## src/rtl/eeprom_pkg.sv

```systemverilog
// Shared types and constants for the two-wire serial EEPROM slave.
// Contents:
//   CTRL_CODE      fixed device-type code expected in control byte [7:4]
//   BYTE_W, CNT_W  byte width and bit-counter width
//   eeprom_state_t protocol FSM state encoding
package eeprom_pkg;

    localparam logic [3:0]  CTRL_CODE = 4'b1010;
    localparam int unsigned BYTE_W    = 8;
    localparam int unsigned CNT_W     = 4;

    typedef enum logic [3:0] {
        StIdle,
        StCtrl,
        StAckCtrl,
        StAddrHi,
        StAckHi,
        StAddrLo,
        StAckLo,
        StWrite,
        StAckWr,
        StRead,
        StMack,
        StWaitStop
    } eeprom_state_t;

endpackage

```

## src/rtl/eeprom_bus_monitor.sv

```systemverilog
// Two-wire bus monitor: registers scl/sda once and derives single-cycle event pulses.
// Ports:
//   clk_i, rst_ni          clock, synchronous active-low reset
//   scl_i, sda_i           raw bus lines (already synchronous to clk_i)
//   sda_o                  registered sda
//   scl_rise_o/scl_fall_o  one-cycle scl edge pulses
//   start_o/stop_o         one-cycle START / STOP condition pulses
module eeprom_bus_monitor (
    input  logic clk_i,
    input  logic rst_ni,
    input  logic scl_i,
    input  logic sda_i,
    output logic sda_o,
    output logic scl_rise_o,
    output logic scl_fall_o,
    output logic start_o,
    output logic stop_o
);

    logic scl_q, sda_q, scl_prev_q, sda_prev_q;

    // Reset to the idle-bus level so leaving reset creates no false START/STOP.
    always_ff @(posedge clk_i) begin
        if (!rst_ni) begin
            scl_q      <= 1'b1;
            sda_q      <= 1'b1;
            scl_prev_q <= 1'b1;
            sda_prev_q <= 1'b1;
        end else begin
            scl_q      <= scl_i;
            sda_q      <= sda_i;
            scl_prev_q <= scl_q;
            sda_prev_q <= sda_q;
        end
    end

    assign sda_o      = sda_q;
    assign scl_rise_o = scl_q & ~scl_prev_q;
    assign scl_fall_o = ~scl_q & scl_prev_q;
    // Only the current scl level is required, so an sda edge coinciding with an
    // scl rise still counts as START/STOP; the FSM gives these priority.
    assign start_o    = scl_q & sda_prev_q & ~sda_q;
    assign stop_o     = scl_q & ~sda_prev_q & sda_q;

endmodule

```

## src/rtl/eeprom_i2c_slave.sv

```systemverilog
// Two-wire serial EEPROM slave (24Cxx-style) with an external single-port byte array.
// Supports control byte, 2-byte word address, page write, current/random/sequential read.
// Optional build macro EEPROM_WP_EN adds input wp: when high, data bytes are NACKed and
// never written (address bytes are still ACKed).
// Ports:
//   clk, reset            clock, synchronous active-low reset
//   scl, sda_in, sda_out  serial bus (sda_out: 1 = release, 0 = pull low)
//   mem_addr/wdata/we/re  byte-array request; mem_rdata valid the clk after mem_re
//   busy                  transfer in progress (START until STOP)
module eeprom_i2c_slave
    import eeprom_pkg::*;
#(
    parameter int unsigned ADDR_WIDTH = 13,
    parameter int unsigned PAGE_BITS  = 5,
    parameter logic [2:0]  DEV_SEL    = 3'b000
) (
    input  logic                  clk,
    input  logic                  reset,
    input  logic                  scl,
    input  logic                  sda_in,
`ifdef EEPROM_WP_EN
    input  logic                  wp,
`endif
    output logic                  sda_out,
    output logic [ADDR_WIDTH-1:0] mem_addr,
    output logic [BYTE_W-1:0]     mem_wdata,
    output logic                  mem_we,
    output logic                  mem_re,
    input  logic [BYTE_W-1:0]     mem_rdata,
    output logic                  busy
);

    logic sda, scl_rise, scl_fall, start, stop, wp_active;

    eeprom_bus_monitor u_bus_monitor (
        .clk_i      (clk),
        .rst_ni     (reset),
        .scl_i      (scl),
        .sda_i      (sda_in),
        .sda_o      (sda),
        .scl_rise_o (scl_rise),
        .scl_fall_o (scl_fall),
        .start_o    (start),
        .stop_o     (stop)
    );

`ifdef EEPROM_WP_EN
    assign wp_active = wp;
`else
    assign wp_active = 1'b0;
`endif

    eeprom_state_t         state_q, state_d;
    logic [CNT_W-1:0]      bit_cnt_q, bit_cnt_d;
    logic [BYTE_W-1:0]     shift_q, shift_d;
    logic [ADDR_WIDTH-1:0] ptr_q, ptr_d, mem_addr_q, mem_addr_d;
    logic [BYTE_W-1:0]     mem_wdata_q, mem_wdata_d;
    logic                  sda_out_q, sda_out_d, ack_q, ack_d, rw_q, rw_d;
    logic                  mem_we_q, mem_we_d, mem_re_q, mem_re_d, rd_pend_q;

    logic [BYTE_W-1:0]     rx_byte;
    logic [PAGE_BITS-1:0]  page_lo;
    assign rx_byte = {shift_q[BYTE_W-2:0], sda};
    assign page_lo = ptr_q[PAGE_BITS-1:0] + PAGE_BITS'(1);

    always_ff @(posedge clk) begin
        if (!reset) begin
            state_q     <= StIdle;
            bit_cnt_q   <= '0;
            shift_q     <= '0;
            ptr_q       <= '0;
            mem_addr_q  <= '0;
            mem_wdata_q <= '0;
            sda_out_q   <= 1'b1;
            ack_q       <= 1'b0;
            rw_q        <= 1'b0;
            mem_we_q    <= 1'b0;
            mem_re_q    <= 1'b0;
            rd_pend_q   <= 1'b0;
        end else begin
            state_q     <= state_d;
            bit_cnt_q   <= bit_cnt_d;
            shift_q     <= shift_d;
            ptr_q       <= ptr_d;
            mem_addr_q  <= mem_addr_d;
            mem_wdata_q <= mem_wdata_d;
            sda_out_q   <= sda_out_d;
            ack_q       <= ack_d;
            rw_q        <= rw_d;
            mem_we_q    <= mem_we_d;
            mem_re_q    <= mem_re_d;
            rd_pend_q   <= mem_re_q;
        end
    end

    // bit_cnt: 0..8 bits of the current byte; in ACK states 8 = waiting for the fall
    // that starts the ACK slot, 9 = ACK slot driven, waiting for the fall that ends it.
    always_comb begin
        state_d     = state_q;
        bit_cnt_d   = bit_cnt_q;
        shift_d     = shift_q;
        ptr_d       = ptr_q;
        mem_addr_d  = mem_addr_q;
        mem_wdata_d = mem_wdata_q;
        sda_out_d   = sda_out_q;
        ack_d       = ack_q;
        rw_d        = rw_q;
        mem_we_d    = 1'b0;
        mem_re_d    = 1'b0;

        if (start) begin
            state_d   = StCtrl;
            bit_cnt_d = '0;
            sda_out_d = 1'b1;
        end else if (stop) begin
            state_d   = StIdle;
            bit_cnt_d = '0;
            sda_out_d = 1'b1;
        end else begin
            if (rd_pend_q) shift_d = mem_rdata;
            unique case (state_q)
                StCtrl, StAddrHi, StAddrLo, StWrite: begin
                    if (scl_rise) begin
                        shift_d   = rx_byte;
                        bit_cnt_d = bit_cnt_q + CNT_W'(1);
                        if (bit_cnt_q == CNT_W'(7)) begin
                            ack_d = 1'b1;
                            case (state_q)
                                StCtrl: begin
                                    if (rx_byte[7:4] != CTRL_CODE || rx_byte[3:1] != DEV_SEL) begin
                                        state_d = StWaitStop;
                                    end else begin
                                        rw_d    = rx_byte[0];
                                        state_d = StAckCtrl;
                                    end
                                end
                                StAddrHi: begin
                                    ptr_d[ADDR_WIDTH-1:8] = rx_byte[ADDR_WIDTH-9:0];
                                    state_d = StAckHi;
                                end
                                StAddrLo: begin
                                    ptr_d[7:0] = rx_byte;
                                    state_d    = StAckLo;
                                end
                                default: begin
                                    state_d = StAckWr;
                                    if (wp_active) begin
                                        ack_d = 1'b0;
                                    end else begin
                                        mem_we_d    = 1'b1;
                                        mem_addr_d  = ptr_q;
                                        mem_wdata_d = rx_byte;
                                        ptr_d       = {ptr_q[ADDR_WIDTH-1:PAGE_BITS], page_lo};
                                    end
                                end
                            endcase
                        end
                    end
                end
                StAckCtrl, StAckHi, StAckLo, StAckWr: begin
                    if (scl_fall) begin
                        if (bit_cnt_q == CNT_W'(8)) begin
                            sda_out_d = ~ack_q;
                            bit_cnt_d = CNT_W'(9);
                            if (state_q == StAckCtrl && rw_q) begin
                                mem_re_d   = 1'b1;
                                mem_addr_d = ptr_q;
                            end
                        end else begin
                            sda_out_d = 1'b1;
                            bit_cnt_d = '0;
                            case (state_q)
                                StAckCtrl: begin
                                    if (rw_q) begin
                                        // First read bit goes out on the fall ending the ACK.
                                        state_d   = StRead;
                                        sda_out_d = shift_q[7];
                                        shift_d   = {shift_q[6:0], 1'b0};
                                        bit_cnt_d = CNT_W'(1);
                                    end else begin
                                        state_d = StAddrHi;
                                    end
                                end
                                StAckHi: state_d = StAddrLo;
                                default: state_d = StWrite;
                            endcase
                        end
                    end
                end
                StRead: begin
                    if (scl_fall) begin
                        if (bit_cnt_q < CNT_W'(8)) begin
                            sda_out_d = shift_q[7];
                            shift_d   = {shift_q[6:0], 1'b0};
                            bit_cnt_d = bit_cnt_q + CNT_W'(1);
                        end else begin
                            sda_out_d = 1'b1;
                            state_d   = StMack;
                        end
                    end
                end
                StMack: begin
                    if (scl_rise) begin
                        if (!sda) begin
                            ptr_d      = ptr_q + ADDR_WIDTH'(1);
                            mem_re_d   = 1'b1;
                            mem_addr_d = ptr_q + ADDR_WIDTH'(1);
                            bit_cnt_d  = '0;
                            state_d    = StRead;
                        end else begin
                            state_d = StWaitStop;
                        end
                    end
                end
                StIdle, StWaitStop: begin
                end
                default: state_d = StIdle;
            endcase
        end
    end

    assign sda_out   = sda_out_q;
    assign mem_addr  = mem_addr_q;
    assign mem_wdata = mem_wdata_q;
    assign mem_we    = mem_we_q;
    assign mem_re    = mem_re_q;
    assign busy      = (state_q != StIdle);

endmodule
```

## config.mk

```make
export PLATFORM = sky130hd
export DESIGN_NAME = eeprom_i2c_slave
export DESIGN_NICKNAME = d
export VERILOG_FILES = /design/src/rtl/eeprom_pkg.sv /design/src/rtl/eeprom_bus_monitor.sv /design/src/rtl/eeprom_i2c_slave.sv
export SDC_FILE = /design/constraint.sdc
export NUM_CORES = 1
export LEC_CHECK = 0
export BUFFER_PORTS_ARGS = -buffer_cell sky130_fd_sc_hd__buf_2
export CAP_MARGIN = 20
export CORE_AREA = 2 2 78 80
export DETAILED_ROUTE_END_ITERATION = 10
export DIE_AREA = 0 0 80 82
export PLACE_DENSITY = 0.82
export SLEW_MARGIN = 20
export SYNTH_ARGS = -nofsm -noshare
export SYNTH_HDL_FRONTEND = slang
export SYNTH_HIERARCHICAL = 1
export SYNTH_SLANG_ARGS = --single-unit
export TNS_END_PERCENT = 20
```

## constraint.sdc

```tcl
create_clock -name clk -period 4.8 [get_ports clk]
set_clock_uncertainty 0.1 [all_clocks]
set_input_delay 0.24 -clock clk [delete_from_list [all_inputs] [get_ports clk]]
set_output_delay 0.24 -clock clk [all_outputs]
set_load 0.005 [all_outputs]
```

==> flow_summary_export.csv, run 1 <==
group,metric,value,unit
outcome,status,"completed",
flow_run,maxCapViolations,0,
timing,timing.final.crit_share,0.591,
logic_synthesis,syn-cell-area,0.00358,mm^2
floorplanning,die-width,80,um
worst_hold_path,hp-class,"in -> reg",
logic_synthesis,synthTopCellsByArea,"dfxtp_1 (34%), nor2_1 (5.1%), nand2_1 (4.0%)",
clock_network,cts_sinks,60,
timing,setup_viol_count_final,0,
timing,fin_ws,1.96,ns
logic_synthesis,synth-main-ff-cell,"dfxtp_1",
timing,worst-slew-pin-transition,0.872,ns
finish,area_growth_syn_to_layout,10.2,%
setup_path,slowest_stage,"dfxtp_1",
finish,antenna_cells,0,
placed_design,dp.cells,524,
logic_synthesis,synth.ff_latch_count,60,
clock_network,postCtsSetupBuffers,0,
logic_synthesis,synth_edf_count,0,
logic_synthesis,synth_area_leader_cell,"dfxtp_1",
worst_hold_path,min-delay-start,"mem_rdata[7]",
logic_synthesis,yosys_warnings,6,
timing,setup_tns,0,ns
logic_synthesis,synth-seq-area-share,0.336,
placed_design,pre_cts_ws,1.80,ns
floorplanning,fp.dieH,82,um
setup_path,cp_max_fo,28,
timing,rsz0062_at_grt,"false",
logic_synthesis,synthCells,442,
setup_path,crit_start,"state_q[1]$_SDFFE_PP0P_",
detailed_routing,vias,3484,
clock_network,cts-root-buf,"clkbuf_8",
global_route,antenna_found_initial,0,
detailed_routing,initialDrtViolationCount,338,
finish,fin_nets,477,
logic_synthesis,synth_top_cell_area_share,0.336,
logic_synthesis,async_flop_share,0,
global_route,grt_pass1_vias,3092,
setup_path,critPathKind,"reg -> reg",
global_route,groute.usage.overall,0.288,
floorplanning,core_area,0.00575,mm^2
clock_network,hold_buffers,2,
clock_network,htreeDepth,3,
finish,drive_gt1_frac,0.156,
timing,drv_slew,0,
setup_path,critPathCaptureType,"flop",
pwr,p_leak,0.00147,uW
clock_network,clock_latency,0.36,ns
timing,slew_headroom,0.418,
global_route,grt_pass1_wl,14.7,mm
global_route,grt_remaining_overflow,0,
clock_network,cts_buffers,9,
logic_synthesis,syn-num-nets,457,
setup_path,arrival,3.03,ns
clock_network,post_cts_resized,0,
clock_network,clk_pin_slew,0.08,ns
finish,n_fill_cell,487,
finish,stdcell_count,542,
placed_design,io_buffers,36,
floorplanning,initial_core_util,0.623,
detailed_routing,dr.pass1.iters,5,
global_route,grt_start_max_net_pins,38,
detailed_routing,routed_wl,9.13,mm
pwr,power_density,282,mW/mm^2
setup_path,cpPeakStageDelay,0.89,ns
setup_path,start_kind,"flop",
floorplanning,placementRows,28,
detailed_routing,drtAntennaViolNets,0,
detailed_routing,wl_per_cell,16.8,um
pwr,vdd_ir_drop_max,0.235,mV
finish,seq_area,0.00120,mm^2
logic_synthesis,synth_cell_types,71,
setup_path,crit_required,4.99,ns
logic_synthesis,avgSynthCellArea,8.10,um^2
finish,multi_input_area,0.00219,mm^2
setup_path,r2r-start,"state_q[1]$_SDFFE_PP0P_",
placed_design,gp_congestion,0.950,
detailed_routing,drc,0,
timing,period_needed,2.84,ns
floorplanning,io-pin-count,37,
timing,hold_viol,0,
timing,fmax,0.352,GHz
floorplanning,die_area,0.00656,mm^2
placed_design,dp_hpwl,6.04,mm
setup_path,crit_chain,"nand4bb_1 > buf_4 > or4_1 > o21ai_1 > nand2_1 > a21oi_1",
detailed_routing,viasPerCell,6.43,
clock_network,cts_buffer_depth,2,
clock_network,cts_tree,"built",
power by group:
group	leakage (uW)	internal [uW]	switching [uW]	total [uW]
Sequential	0.000485	506	29.3	536
Combinational	0.000894	57.1	103	160
Clock	0.0000920	200	217	417
cells in the mapped netlist, types with 3 or more instances:
master,instances
a211oi_1,13
a21o_1,8
a21oi_1,28
a22oi_1,4
a31oi_1,5
a41oi_1,7
and2_1,5
and3b_1,3
buf_1,3
buf_2,13
clkbuf_1,15
dfxtp_1,60
ha_1,3
inv_1,10
mux2i_1,13
nand2_1,38
nand2b_1,6
nand3_1,8
nand3b_1,3
nand4_1,13
nor2_1,49
nor2b_1,12
nor3_1,10
nor3b_1,3
nor4bb_1,3
o2111ai_1,6
o211a_1,5
o211ai_1,6
o21ai_0,18
o21ai_1,7
o31ai_1,3
or2_0,3
or4_1,3
xnor2_1,6
xor2_1,6
through the flow:
| stage | utilization | power, uW | hold WS (ns) | cell area [um^2] |
|---|---|---|---|---|
| after floorplan | - | 662 | 0.213 | 3580 |
| after global placement | 0.652 | 698 | 0.322 | 3740 |
| after detailed placement | 0.652 | 702 | 0.327 | 3740 |
| after CTS | 0.686 | 1110 | 0.114 | 3940 |
| after global routing | 0.686 | 1160 | 0.122 | 3940 |
| final | 0.686 | 1110 | 0.115 | 3940 |
flip-flops by register name (all words and copies together), names as in the netlist, 4 cells and up:
| name | flops |
|---|---|
| state_q | 4 |
| mem_wdata | 8 |
| ptr_q | 13 |
| mem_addr | 13 |
| bit_cnt_q | 4 |
| shift_q | 8 |
routing by layer:
layer,wire (um),share of wire,GRT usage,vias to the layer above
met4,229,0.025,0.127,0
met5,0,0,0,-
met3,693,0.076,0.0681,24
met1,3930,0.43,0.372,1610
li1,-,-,-,1682
met2,4270,0.47,0.461,168
area by class of cell:
cell class | count | share of cell area
well taps | 75 | 0.0238
flip-flops and latches | 60 | 0.305
clock buffers | 10 | 0.0349
clock inverters | 6 | 0.0102
repair buffers | 43 | 0.0603
inverters | 10 | 0.00952
multi-input cells | 338 | 0.556
placed cells by master (no fill, tap or decap), types with 6 or more instances in the layout:
master	synthesis	layout
dfxtp_1	60	59
nor2_1	49	49
nand2_1	38	38
buf_2	13	36
a21oi_1	28	28
o21ai_0	18	18
nand4_1	13	13
a211oi_1	13	13
mux2i_1	13	13
nor2b_1	12	12
inv_1	10	10
nor3_1	10	10
clkbuf_8	0	10
a21o_1	8	8
nand3_1	8	8
a41oi_1	7	7
o21ai_1	7	7
o211ai_1	6	6
o2111ai_1	6	6
xor2_1	6	6
xnor2_1	6	6
nand2b_1	6	6
cells by family (layout without fill, tap and decap cells):
group,Yosys count,in the layout,synth area share
and+or+nand+nor,178,178,0.274
AOI/OAI and AO/OA,130,130,0.255
DFF,60,60,0.336
buffers and inverters,44,69,0.0531
muxes,15,15,0.0427
xor gates and xnor gates,12,12,0.0294
adders and majority gates,3,3,0.0105
worst max-delay path: cells and delay by family, from the launching register on:
family,cells,cell delay (ns)
buffers and inverters,1,0.34
AND/OR/NAND/NOR,3,1.11
flip-flops,1,0.89
AO/OA/AOI/OAI,2,0.34
path summary, 6_finish.rpt:
kind,end,slack [ns],cells past startpoint
setup / recovery,ptr_q[9]$_SDFFE_PN0P_,1.96,6
hold / removal,shift_q[7]$_SDFFE_PN0P_,0.12,3
setup reg to reg,ptr_q[9]$_SDFFE_PN0P_,1.96,6
hold reg to reg,ack_q$_SDFFE_PN0P_,0.37,2
No activity file was read; power rests on OpenSTA's default activity.
==> run 2, diff against run 1 <==
Settings changed: CORE_AREA 2 2 78 80 to 2 2 86 88, DIE_AREA 0 0 80 82 to 0 0 88 90, PLACE_DENSITY 0.82 to 0.72.
Clock period 4.8 ns to 2.55 ns, I/O delays scaled along.
==> flow_summary_export.csv, run 2 (synthesis results as in run 1) <==
group,metric,value,unit
setup_path,cpPeakStageDelay,0.50,ns
pwr,p_leak,0.00159,uW
clock_network,cts_sinks,60,
setup_path,critPathKind,"reg -> reg",
placed_design,gp_congestion,0.937,
clock_network,cts_buffer_depth,2,
detailed_routing,vias,3486,
timing,slew_headroom,0.444,
timing,setup_viol_count_final,0,
detailed_routing,routed_wl,9.52,mm
outcome,status,"completed",
finish,seq_area,0.00120,mm^2
setup_path,worst-path-buf-inv,1,
setup_path,arrival,2.48,ns
detailed_routing,dr.pass1.iters,4,
clock_network,cts-root-buf,"clkbuf_8",
setup_path,crit_start,"state_q[2]$_SDFFE_PP0P_",
timing,timing.final.crit_share,0.921,
setup_path,slowest_stage,"a221o_2",
setup_path,reg2reg_slack,0.20,ns
global_route,grt_pass1_vias,3204,
detailed_routing,wl_per_cell,16.2,um
finish,drive_gt1_frac,0.189,
clock_network,cts_tree,"built",
floorplanning,core_area,0.00702,mm^2
worst_hold_path,hp-class,"in -> reg",
flow_run,maxCapViolations,0,
timing,worst-slew-pin-transition,0.831,ns
clock_network,clk_pin_slew,0.08,ns
timing,fmax,0.426,GHz
timing,drv_slew,0,
finish,area_growth_syn_to_layout,17.3,%
setup_path,critPathCaptureType,"flop",
setup_path,cp_top_family,"compound AO/OA/AOI/OAI gates",
timing,rsz0062_at_grt,"false",
setup_path,start_kind,"flop",
floorplanning,die-width,88,um
clock_network,htreeDepth,3,
setup_path,crit_required,2.68,ns
floorplanning,placementRows,31,
detailed_routing,initialDrtViolationCount,244,
floorplanning,initial_core_util,0.510,
pwr,power_density,534,mW/mm^2
finish,fin_nets,497,
clock_network,cts_buffers,9,
pwr,p_total,2240,uW
timing,setup_tns,0,ns
finish,final_common_cell,"dfxtp_1",
floorplanning,die_area,0.00792,mm^2
floorplanning,fp.dieH,90,um
finish,multi_input_area,0.00219,mm^2
pwr,vdd_ir_drop_max,0.301,mV
worst_hold_path,min-delay-start,"mem_rdata[2]",
setup_path,crit_chain,"buf_12 > nor3_1 > nor3_2 > a221o_2 > a311oi_1 > o32ai_1",
detailed_routing,viasPerCell,5.95,
finish,final_cell_mix,"dfxtp_1 (60), nor2_1 (49), nand2_1 (38), buf_2 (36), a21oi_1 (28)",
global_route,grt_start_max_net_pins,38,
finish,n_fill_cell,670,
clock_network,clock_latency,0.35,ns
clock_network,postCtsSetupBuffers,0,
placed_design,dp_hpwl,6.64,mm
global_route,grt_remaining_overflow,0,
setup_path,cp_max_fo,16,
global_route,grt_pass1_wl,15.8,mm
finish,antenna_cells,0,
timing,period_needed,2.35,ns
global_route,antenna_found_initial,0,
detailed_routing,drc,0,
setup_path,r2r-start,"state_q[2]$_SDFFE_PP0P_",
detailed_routing,drtAntennaViolNets,0,
floorplanning,io-pin-count,37,
timing,hold_viol,0,
placed_design,io_buffers,36,
global_route,groute.usage.overall,0.251,
[run 2: timing repair]
| action | CTS | global route |
|---|---|---|
| setup endpoints to repair | 0 | 6 |
| gates resized for setup | 0 | 1 |
| endpoints found under the hold margin | 3 | 0 |
| hold buffers | 3 | 0 |
[run 2: cell type report]
type	count	area share
multi-input cells	338	0.523
flip-flops and latches	60	0.286
repair buffers	63	0.105
clock buffers	9	0.0295
well taps	99	0.0295
clock inverters	7	0.0182
inverters	10	0.00894
[run 2: worst register-to-register path, delay by kind of cell (launching register included)]
family / cells / cell delay [ns]
buffers and inverters: 1 / 0.22
AOI/OAI and AO/OA: 3 / 0.93
DFF: 1 / 0.44
and+or+nand+nor: 2 / 0.53
[run 2: stage by stage]
stage | setup slack, ns | area, um^2 | util | std cells | hold slack [ns]
floorplan | 0.369 | 3580 | - | 442 | 0.101
global placement | 0.285 | 3970 | 0.565 | 567 | 0.210
detailed placement | 0.164 | 3970 | 0.565 | 567 | 0.212
CTS | 0.146 | 4200 | 0.598 | 586 | 0.0153
global route | 0.0636 | 4200 | 0.598 | 586 | 0.0379
finish | 0.202 | 4200 | 0.598 | 586 | 0.0173
[run 2: worst paths after layout]
path              cells after the start                 endpoint
setup / recovery                      6  shift_q[3]$_SDFFE_PN0P_
hold reg to reg                       2       ack_q$_SDFFE_PN0P_
hold / removal                        3  shift_q[2]$_SDFFE_PN0P_
setup reg to reg                      6  shift_q[3]$_SDFFE_PN0P_
[run 2: power breakdown]
group          switching (uW)  internal (uW)
Combinational             233            146
Clock                     423            455
Sequential               30.9            953
[run 2: per-layer routing]
metal,part of all wire,vias to the layer above,track usage
met2,0.44,123,0.361
met4,0.024,0,0.100
li1,-,1717,-
met1,0.48,1627,0.372
met5,0,-,0
met3,0.055,19,0.0358
==> run 3, diff against run 2 <==
Settings changed: CAP_MARGIN 20 to 25, CELL_PAD_IN_SITES_DETAIL_PLACEMENT from default to 2, CELL_PAD_IN_SITES_GLOBAL_PLACEMENT from default to 2, CORE_AREA 2 2 86 88 to 2 2 109 111, DIE_AREA 0 0 88 90 to 0 0 111 113, PLACE_DENSITY 0.72 to 0.73.
==> flow_summary_export.csv, run 3 (synthesis results as in run 1) <==
group,metric,value,unit
outcome,status,"completed",
detailed_routing,drc,0,
timing,period_needed,2.38,ns
setup_path,crit_required,2.72,ns
setup_path,cp_top_family,"flip-flops",
timing,hold_viol,0,
global_route,grt_start_max_net_pins,38,
detailed_routing,vias,3704,
pwr,p_leak,0.00170,uW
clock_network,cts_buffers,9,
clock_network,clock_latency,0.34,ns
placed_design,io_buffers,36,
worst_hold_path,hp-class,"in -> reg",
finish,drive_gt1_frac,0.208,
floorplanning,initial_core_util,0.317,
setup_path,critPathKind,"reg -> reg",
timing,fmax,0.419,GHz
pwr,vdd_ir_drop_max,0.504,mV
clock_network,cts_sinks,60,
setup_path,crit_chain,"buf_4 > nor4b_1 > nor4_4 > o211ai_1 > a211oi_1 > mux2i_1",
global_route,top_usage_layer,"met2",
floorplanning,io-pin-count,37,
finish,final_common_cell,"dfxtp_1",
floorplanning,core_area,0.0113,mm^2
finish,antenna_cells,0,
timing,rsz0062_at_grt,"false",
clock_network,cts-root-buf,"clkbuf_16",
flow_run,maxCapViolations,0,
global_route,grt_remaining_overflow,0,
timing,setup_tns,0,ns
placed_design,gp_congestion,0.888,
global_route,groute.usage.overall,0.216,
finish,stdcell_count,642,
floorplanning,fp.dieH,113,um
worst_hold_path,hold_end,"shift_q[7]$_SDFFE_PN0P_",
timing,worst-slew-pin-transition,0.672,ns
timing,holdWs,0.0291,ns
pwr,p_total,2710,uW
timing,timing.final.crit_share,0.935,
timing,drv_slew,0,
global_route,antenna_found_initial,0,
finish,n_fill_cell,1287,
detailed_routing,wl_per_cell,20.4,um
setup_path,slowest_stage,"dfxtp_1",
timing,slew_headroom,0.545,
pwr,power_density,612,mW/mm^2
clock_network,htreeDepth,3,
worst_hold_path,hold_depth,3,
clock_network,cts_tree,"built",
global_route,met2_usage,0.373,
clock_network,cts_buffer_depth,2,
finish,final_cell_mix,"dfxtp_1 (60), nor2_1 (49), nand2_1 (38), buf_2 (36), buf_4 (36)",
worst_hold_path,min-delay-start,"mem_rdata[7]",
setup_path,critPathCaptureType,"flop",
detailed_routing,initialDrtViolationCount,150,
placed_design,dp.cells,625,
global_route,grt_pass1_vias,3921,
global_route,grt_pass1_wl,21.4,mm
finish,area_growth_syn_to_layout,23.8,%
detailed_routing,routed_wl,13.1,mm
finish,fin_nets,510,
setup_path,cp_max_fo,13,
timing,fin_ws,0.166,ns
clock_network,clk_pin_slew,0.06,ns
floorplanning,die-width,111,um
floorplanning,placementRows,39,
setup_path,r2r-start,"state_q[1]$_SDFFE_PP0P_",
setup_path,start_kind,"flop",
global_route,gr-usage-met1,0.276,
setup_path,worst-path-buf-inv,1,
setup_path,cpPeakStageDelay,0.63,ns
placed_design,pre_cts_ws,0.0978,ns
detailed_routing,dr.pass1.iters,4,
detailed_routing,drtAntennaViolNets,0,
setup_path,arrival,2.55,ns
global_route,met3_usage,0.0348,
placed_design,dp_hpwl,9.29,mm
setup_path,reg2reg_slack,0.17,ns
floorplanning,die_area,0.0125,mm^2
detailed_routing,viasPerCell,5.77,
setup_path,r2r-end,"state_q[1]$_SDFFE_PP0P_",
timing,setup_viol_count_final,0,
setup_path,r2r_cells,6,
-- run 3: cell count changes in the layout (fill, tap and decap cells not counted), sizes merged --
cell	previous run	this run
clkinv	3	2
buf	60	74
dlygate4sd3	3	2
inv	11	10
bufinv	1	2
clkinvlp	2	1
clkbuf	9	10
-- run 3: what timing repair did --
item,4_1_cts,5_1_grt
gates resized for setup,0,1
setup endpoints to repair,0,7
hold buffers,2,0
buffers inserted,0,0
hold endpoints to repair,2,0
-- run 3: area by class of cell --
cell class / instances / area [um^2] / share of cell area
Multi-Input combinational cell: 338 / 2190 / 0.495
Sequential cell: 60 / 1200 / 0.271
Timing Repair Buffer: 76 / 510 / 0.115
Clock buffer: 10 / 229 / 0.0517
Tap cell: 143 / 179 / 0.0404
Clock inverter: 5 / 77.6 / 0.0175
Inverter: 10 / 37.5 / 0.00847
-- run 3: how the worst max path moves through the flow --
stage | from | endpoint | slack, ns | depth (start not counted)
2_1_floorplan | u_bus_monitor/sda_o$_SDFF_PN1_ | mem_addr[10]$_SDFFE_PN0P_ | 0.37 | 8
3_3_place_gp | state_q[1]$_SDFFE_PP0P_ | bit_cnt_q[0]$_SDFFE_PP0P_ | 0.26 | 7
3_5_place_dp | state_q[2]$_SDFFE_PP0P_ | shift_q[4]$_SDFFE_PN0P_ | 0.1 | 5
4_1_cts | state_q[2]$_SDFFE_PP0P_ | shift_q[3]$_SDFFE_PN0P_ | 0.08 | 5
5_1_grt | state_q[2]$_SDFFE_PP0P_ | state_q[1]$_SDFFE_PP0P_ | 0.0002 | 5
6_report | state_q[1]$_SDFFE_PP0P_ | state_q[1]$_SDFFE_PP0P_ | 0.17 | 6
-- run 3: per-stage QoR --
step / area (um^2) / util
after floorplan: 3580 / -
after global placement: 4100 / 0.364
after detailed placement: 4100 / 0.364
after CTS: 4430 / 0.393
after global routing: 4430 / 0.393
final: 4430 / 0.393
-- run 3: worst reg2reg max path: stages (launching register included) --
cell	delay (ns)
dfxtp_1	0.63
buf_4	0.27
nor4b_1	0.11
nor4_4	0.38
o211ai_1	0.16
a211oi_1	0.43
mux2i_1	0.24
-- run 3: power by group --
group / switching (uW) / internal [uW] / leakage [uW]
Clock: 452 / 846 / 0.000148
Sequential: 42.9 / 955 / 0.000485
Combinational: 252 / 163 / 0.00107
-- run 3: metal layers --
layer	vias up	wire, um
li1	1749	-
met1	1876	6100
met2	61	6380
met3	18	402
met4	0	227
met5	-	0
